--- src/rtl/axi_uram_arb2_ctrl.sv ---
// Two-master arbitration and sequencing controller for the single-port axi_uram slave.
// It produces the handshakes and payload mux selects only; the data itself passes through an external datapath.
module axi_uram_arb2_chan #(
  parameter int MAX   = 16,
  parameter int CNT_W = 5
) (
  input  logic       clk,
  input  logic       rst_n,
  input  logic [1:0] m_valid,
  output logic [1:0] m_ready,
  output logic       s_valid,
  input  logic       s_ready,
  output logic       sel,
  input  logic       dec,
  output logic       hs
);
  localparam logic [0:0] ST_IDLE = 1'b0;
  localparam logic [0:0] ST_BUSY = 1'b1;

  logic [0:0]       state;
  logic             ptr;
  logic             win;
  logic [CNT_W-1:0] cnt;

  assign win     = m_valid[ptr] ? ptr : ~ptr;
  assign s_valid = (state == ST_BUSY);
  assign hs      = s_valid && s_ready;
  assign m_ready = hs ? (sel ? 2'b10 : 2'b01) : 2'b00;

  // sel is captured on grant and held until the slave accepts
  always_ff @(posedge clk or negedge rst_n) begin
    if (!rst_n) begin
      state <= ST_IDLE;
      ptr   <= 1'b0;
      sel   <= 1'b0;
    end else begin
      case (state)
        ST_IDLE: begin
          if ((|m_valid) && (cnt < CNT_W'(MAX))) begin
            sel   <= win;
            state <= ST_BUSY;
          end
        end
        ST_BUSY: begin
          if (s_ready) begin
            state <= ST_IDLE;
            ptr   <= ~sel;
          end
        end
        default: state <= ST_IDLE;
      endcase
    end
  end

  always_ff @(posedge clk or negedge rst_n) begin
    if (!rst_n) begin
      cnt <= '0;
    end else begin
      case ({hs, dec})
        2'b10:   cnt <= cnt + CNT_W'(1);
        2'b01:   cnt <= cnt - CNT_W'(1);
        default: cnt <= cnt;
      endcase
    end
  end
endmodule

module axi_uram_arb2_ctrl #(
  parameter int MAX_OUTSTANDING_TRANX = 16
) (
  input  logic       s_axi_aclk,
  input  logic       s_axi_aresetn,
  input  logic [1:0] m_arvalid,
  output logic [1:0] m_arready,
  output logic       s_arvalid,
  input  logic       s_arready,
  output logic       ar_sel,
  input  logic [1:0] m_awvalid,
  output logic [1:0] m_awready,
  output logic       s_awvalid,
  input  logic       s_awready,
  output logic       aw_sel,
  input  logic [1:0] m_wvalid,
  input  logic [1:0] m_wlast,
  output logic [1:0] m_wready,
  output logic       s_wvalid,
  output logic       s_wlast,
  input  logic       s_wready,
  output logic       w_sel,
  input  logic       s_rvalid,
  input  logic       s_rlast,
  input  logic       s_rid_msb,
  output logic       s_rready,
  output logic [1:0] m_rvalid,
  input  logic [1:0] m_rready,
  input  logic       s_bvalid,
  input  logic       s_bid_msb,
  output logic       s_bready,
  output logic [1:0] m_bvalid,
  input  logic [1:0] m_bready
);
  localparam int CNT_W = $clog2(MAX_OUTSTANDING_TRANX + 1);
  localparam int PTR_W = (MAX_OUTSTANDING_TRANX > 1) ? $clog2(MAX_OUTSTANDING_TRANX) : 1;

  logic ar_hs;
  logic aw_hs;
  logic rd_dec;
  logic wr_dec;

  assign rd_dec = s_rvalid && s_rready && s_rlast;
  assign wr_dec = s_bvalid && s_bready;

  axi_uram_arb2_chan #(.MAX(MAX_OUTSTANDING_TRANX), .CNT_W(CNT_W)) u_ar (
    .clk     (s_axi_aclk),
    .rst_n   (s_axi_aresetn),
    .m_valid (m_arvalid),
    .m_ready (m_arready),
    .s_valid (s_arvalid),
    .s_ready (s_arready),
    .sel     (ar_sel),
    .dec     (rd_dec),
    .hs      (ar_hs)
  );

  axi_uram_arb2_chan #(.MAX(MAX_OUTSTANDING_TRANX), .CNT_W(CNT_W)) u_aw (
    .clk     (s_axi_aclk),
    .rst_n   (s_axi_aresetn),
    .m_valid (m_awvalid),
    .m_ready (m_awready),
    .s_valid (s_awvalid),
    .s_ready (s_awready),
    .sel     (aw_sel),
    .dec     (wr_dec),
    .hs      (aw_hs)
  );

  // W order FIFO: one entry per accepted AW; never deeper than wr_cnt, so no full check
  logic             w_mem [MAX_OUTSTANDING_TRANX];
  logic [PTR_W-1:0] w_wr_ptr;
  logic [PTR_W-1:0] w_rd_ptr;
  logic [CNT_W-1:0] w_cnt;
  logic             w_empty;
  logic             w_head;
  logic             w_pop;

  assign w_empty = (w_cnt == '0);
  assign w_head  = w_mem[w_rd_ptr];
  assign w_pop   = s_wvalid && s_wready && s_wlast;

  always_ff @(posedge s_axi_aclk) begin
    if (aw_hs) begin
      w_mem[w_wr_ptr] <= aw_sel;
    end
  end

  always_ff @(posedge s_axi_aclk or negedge s_axi_aresetn) begin
    if (!s_axi_aresetn) begin
      w_wr_ptr <= '0;
      w_rd_ptr <= '0;
      w_cnt    <= '0;
    end else begin
      if (aw_hs) begin
        w_wr_ptr <= (w_wr_ptr == PTR_W'(MAX_OUTSTANDING_TRANX - 1)) ? '0 : w_wr_ptr + PTR_W'(1);
      end
      if (w_pop) begin
        w_rd_ptr <= (w_rd_ptr == PTR_W'(MAX_OUTSTANDING_TRANX - 1)) ? '0 : w_rd_ptr + PTR_W'(1);
      end
      case ({aw_hs, w_pop})
        2'b10:   w_cnt <= w_cnt + CNT_W'(1);
        2'b01:   w_cnt <= w_cnt - CNT_W'(1);
        default: w_cnt <= w_cnt;
      endcase
    end
  end

  assign w_sel    = !w_empty && w_head;
  assign s_wvalid = !w_empty && m_wvalid[w_head];
  assign s_wlast  = !w_empty && m_wlast[w_head];
  assign m_wready = (!w_empty && s_wready) ? (w_head ? 2'b10 : 2'b01) : 2'b00;

  // Response routing is combinational, so it is forced quiet while reset is asserted
  assign s_rready = s_axi_aresetn && m_rready[s_rid_msb];
  assign m_rvalid = (s_axi_aresetn && s_rvalid) ? (s_rid_msb ? 2'b10 : 2'b01) : 2'b00;
  assign s_bready = s_axi_aresetn && m_bready[s_bid_msb];
  assign m_bvalid = (s_axi_aresetn && s_bvalid) ? (s_bid_msb ? 2'b10 : 2'b01) : 2'b00;
endmodule

--- config.mk ---
export PLATFORM = sky130hd
export DESIGN_NAME = axi_uram_arb2_ctrl
export DESIGN_NICKNAME = d
export VERILOG_FILES = /design/src/rtl/axi_uram_arb2_ctrl.sv
export SDC_FILE = /design/constraint.sdc
export NUM_CORES = 1
export LEC_CHECK = 0
export BUFFER_PORTS_ARGS = -buffer_cell sky130_fd_sc_hd__buf_2
export CELL_PAD_IN_SITES_DETAIL_PLACEMENT = 1
export CELL_PAD_IN_SITES_GLOBAL_PLACEMENT = 2
export CORE_AREA = 2 2 91 93
export CTS_BUF_LIST = sky130_fd_sc_hd__clkbuf_16
export DETAILED_ROUTE_END_ITERATION = 8
export DIE_AREA = 0 0 93 95
export PLACE_DENSITY_LB_ADDON = 0.1
export SLEW_MARGIN = 20
export SYNTH_ARGS = -nofsm -noshare
export SYNTH_HDL_FRONTEND = slang
export SYNTH_SLANG_ARGS = --single-unit
--- constraint.sdc ---
create_clock -name s_axi_aclk -period 3.35 [get_ports s_axi_aclk]
set_input_delay 0.1675 -clock s_axi_aclk [delete_from_list [all_inputs] [get_ports s_axi_aclk]]
set_output_delay 0.1675 -clock s_axi_aclk [all_outputs]
set_load 0.03 [all_outputs]
==> flow_summary.json <==
{
  "dr_wl_met2_um": 2680,
  "path_clk_slew_ns": 0.07,
  "floorplan.initialDensity_pct": 32.1,
  "crit_fanout": 5,
  "grt_pass1_vias": 1975,
  "area_growth_pct": 22.5,
  "n_antenna_cell": 0,
  "tns_ns": 0,
  "vias": 1825,
  "crit_path_start_kind": "register",
  "setup_viol": 0,
  "gp_congestion": 0.724,
  "die_w_um": 93,
  "grt_overflow_total": 0,
  "ys_async_sr_fraction_pct": 64.4,
  "wl_per_cell_um": 14.0,
  "layout_common_cells": "buf_2 (40), dfrtp_1 (28), nand2_1 (26), nor2_1 (23), edfxtp_1 (16)",
  "synth-seq-cells": 45,
  "dp_hpwl_um": 4190,
  "syn_inst": 237,
  "cts_made_buffers": 5,
  "min_to": "u_aw.s_valid$_DFF_PN0_",
  "grt_pass1_wl_um": 9490,
  "die_area_mm2": 0.00884,
  "syn_area_mm2": 0.00255,
  "cts_sinks": 45,
  "hold_depth": 2,
  "ir_drop_v": 0.000388,
  "reg2reg_slack_ns": 0.14,
  "firstDrtPassIters": 4,
  "wl_um": 5500,
  "powerDensity_mw_per_mm2": 923,
  "p_leak_nw": 1.43,
  "clk_latency_ns": 0.28,
  "portBuffers": 40,
  "critPathRequiredTime_ns": 3.56,
  "syn_avg_cell_area_um2": 10.7,
  "antenna_found_initial": 0,
  "cp-startpoint": "w_rd_ptr[2]$_DFFE_PN0P_",
  "ys.flop_type": "dfrtp_1",
  "drc_errors": 0,
  "wl_met3_um": 160,
  "core-area_mm2": 0.00793,
  "drt-initial-drc-count": 33,
  "status": "complete, no violations",
  "cts_tree": "done",
  "power_mw": 2.88,
  "worst_pin_slew_ns": 0.582,
  "min_path_type": "in2reg",
  "yosysWarnings": 0,
  "synth_edf_count": 16,
  "fin_crit_sh_pct": 95.9,
  "postLayoutCoreUtil_pct": 39.3,
  "gr-usage-all-layers_pct": 13.6,
  "reg2reg_depth": 13,
  "final_max_slew_viol_count": 0,
  "drv_cap": 0,
  "placed_area_mm2": 0.00290,
  "via_per_inst": 4.66,
  "wl_met1_um": 2630,
  "cts_root_buf": "clkbuf_16",
  "dieHeight_um": 95,
  "num_rows": 33,
  "antenna_left": 0,
  "stdcell_area_mm2": 0.00312,
  "r2r_end": "w_cnt[4]$_DFFE_PN0P_",
  "setup.worst_path.class": "reg2reg",
  "synth_cell_type_count": 35,
  "nets": 328,
  "clk_path_buf_depth": 2,
  "io_pins": 41,
  "finalHoldViolations": 0,
  "min_period_ns": 3.21,
  "drive_gt1_share_pct": 26.1,
  "final_common_cell": "buf_2",
  "grt_max_degree": 28,
  "setup_slack_ns": 0.137,
  "syn-num-nets": 279,
  "placement.setup.worst_slack_ns": -0.0343,
  "fmax_mhz": 311,
  "relSlewSlack_pct": 61.2,
  "skew_ns": 0.00680,
  "end_kind": "register",
  "synth-seq-area-share_pct": 47.4,
  "worstHoldStart": "s_awready",
  "crit_arrival_ns": 3.42,
  "cts-htree-levels": 2,
  "r2r-start": "w_rd_ptr[2]$_DFFE_PN0P_",
  "top_layer": "met4"
}
-- final cells by class --
cell class                 count  area [um^2]
fill                         911         4810
multi-input combinational    168         1270
sequential                    45         1210
timing repair buffer          49          270
tap                          105          131
clock buffer                   5          125
inverter                      17         63.8
clock inverter                 3         46.3
-- synthesized netlist by cell type, drive strengths merged (6+ instances only) --
library cell,n,area share [%]
dfrtp,29,29
nand2,27,4.3
nor2,23,3.4
ha,17,8.4
inv,17,2.5
edfxtp,16,19
o21ai,15,2.9
a21oi,11,2.2
xor2,9,3.1
and3,8,2.0
mux2i,8,3.6
nor3,7,1.4
a21o,6,1.8
clkbuf,6,0.88
xnor2,6,2.1
-- stage by stage --
step	hold WS [ns]	cells
after detailed placement	0.0379	382
after global placement	0.0327	382
after floorplan	-0.128	237
after CTS	0.0775	391
after global routing	0.0802	392
final	0.0823	392
-- cells by family (layout without fill, tap and decap cells) --
kind of cell    count (synthesis)  in the layout  share of synthesized area, %
simple gates                   78             78                          14.3
flops                          45             45                          47.4
compound gates                 39             39                          8.94
buf+inv                        24             74                          3.83
fa+ha+maj                      20             20                          10.7
mux                            16             16                          9.68
xor+xnor                       15             15                          5.16
-- worst max-delay path: stages (launching register included) --
cell and delay [ns]:
dfrtp_2 0.44, mux4_2 0.53, mux4_2 0.54, mux2i_4 0.23, nand2_4 0.08, inv_2 0.04
ha_4 0.15, buf_4 0.15, ha_4 0.26, nor2b_1 0.12, o21ai_1 0.08, and3_1 0.19
nor3_2 0.16, xor2_1 0.16
-- per-layer routing --
| layer | up-vias | GRT usage (%) |
|---|---|---|
| met3 | 2 | 2.71 |
| met1 | 882 | 18.2 |
| met5 | - | 0 |
| met4 | 0 | 2.57 |
| li1 | 915 | - |
| met2 | 26 | 23.1 |
-- sequential cells by signal, indices dropped and copies added (netlist names), 4 cells and up --
register / flops
w_rd_ptr: 4
w_mem: 16
u_ar.cnt: 5
u_aw.cnt: 5
w_cnt: 5
w_wr_ptr: 4
-- what timing repair did --
item	CTS	global route
endpoints found under the hold margin	4	0
endpoints found under the setup margin	1	1
pin swaps	0	4
buffers inserted	0	1
gates resized for setup	1	6
hold buffers	1	0
-- how the worst max path moves through the flow --
stage | slack (ns) | depth (start not counted) | to
finish | 0.14 | 13 | w_cnt[4]$_DFFE_PN0P_
global route | -0.01 | 13 | w_cnt[4]$_DFFE_PN0P_
CTS | 0.04 | 13 | w_cnt[4]$_DFFE_PN0P_
detailed placement | -0.03 | 13 | w_cnt[4]$_DFFE_PN0P_
global placement | 0.06 | 13 | w_cnt[4]$_DFFE_PN0P_
floorplan | 0.10 | 14 | w_cnt[4]$_DFFE_PN0P_
-- power by group --
group | leakage [nW] | switching [mW] | total, mW | internal, mW
Combinational | 0.853 | 0.702 | 1.29 | 0.592
Sequential | 0.493 | 0.228 | 1.02 | 0.790
Clock | 0.0800 | 0.215 | 0.568 | 0.353
Total | 1.43 | 1.15 | 2.88 | 1.74
Power figures use the tool's default switching activity.
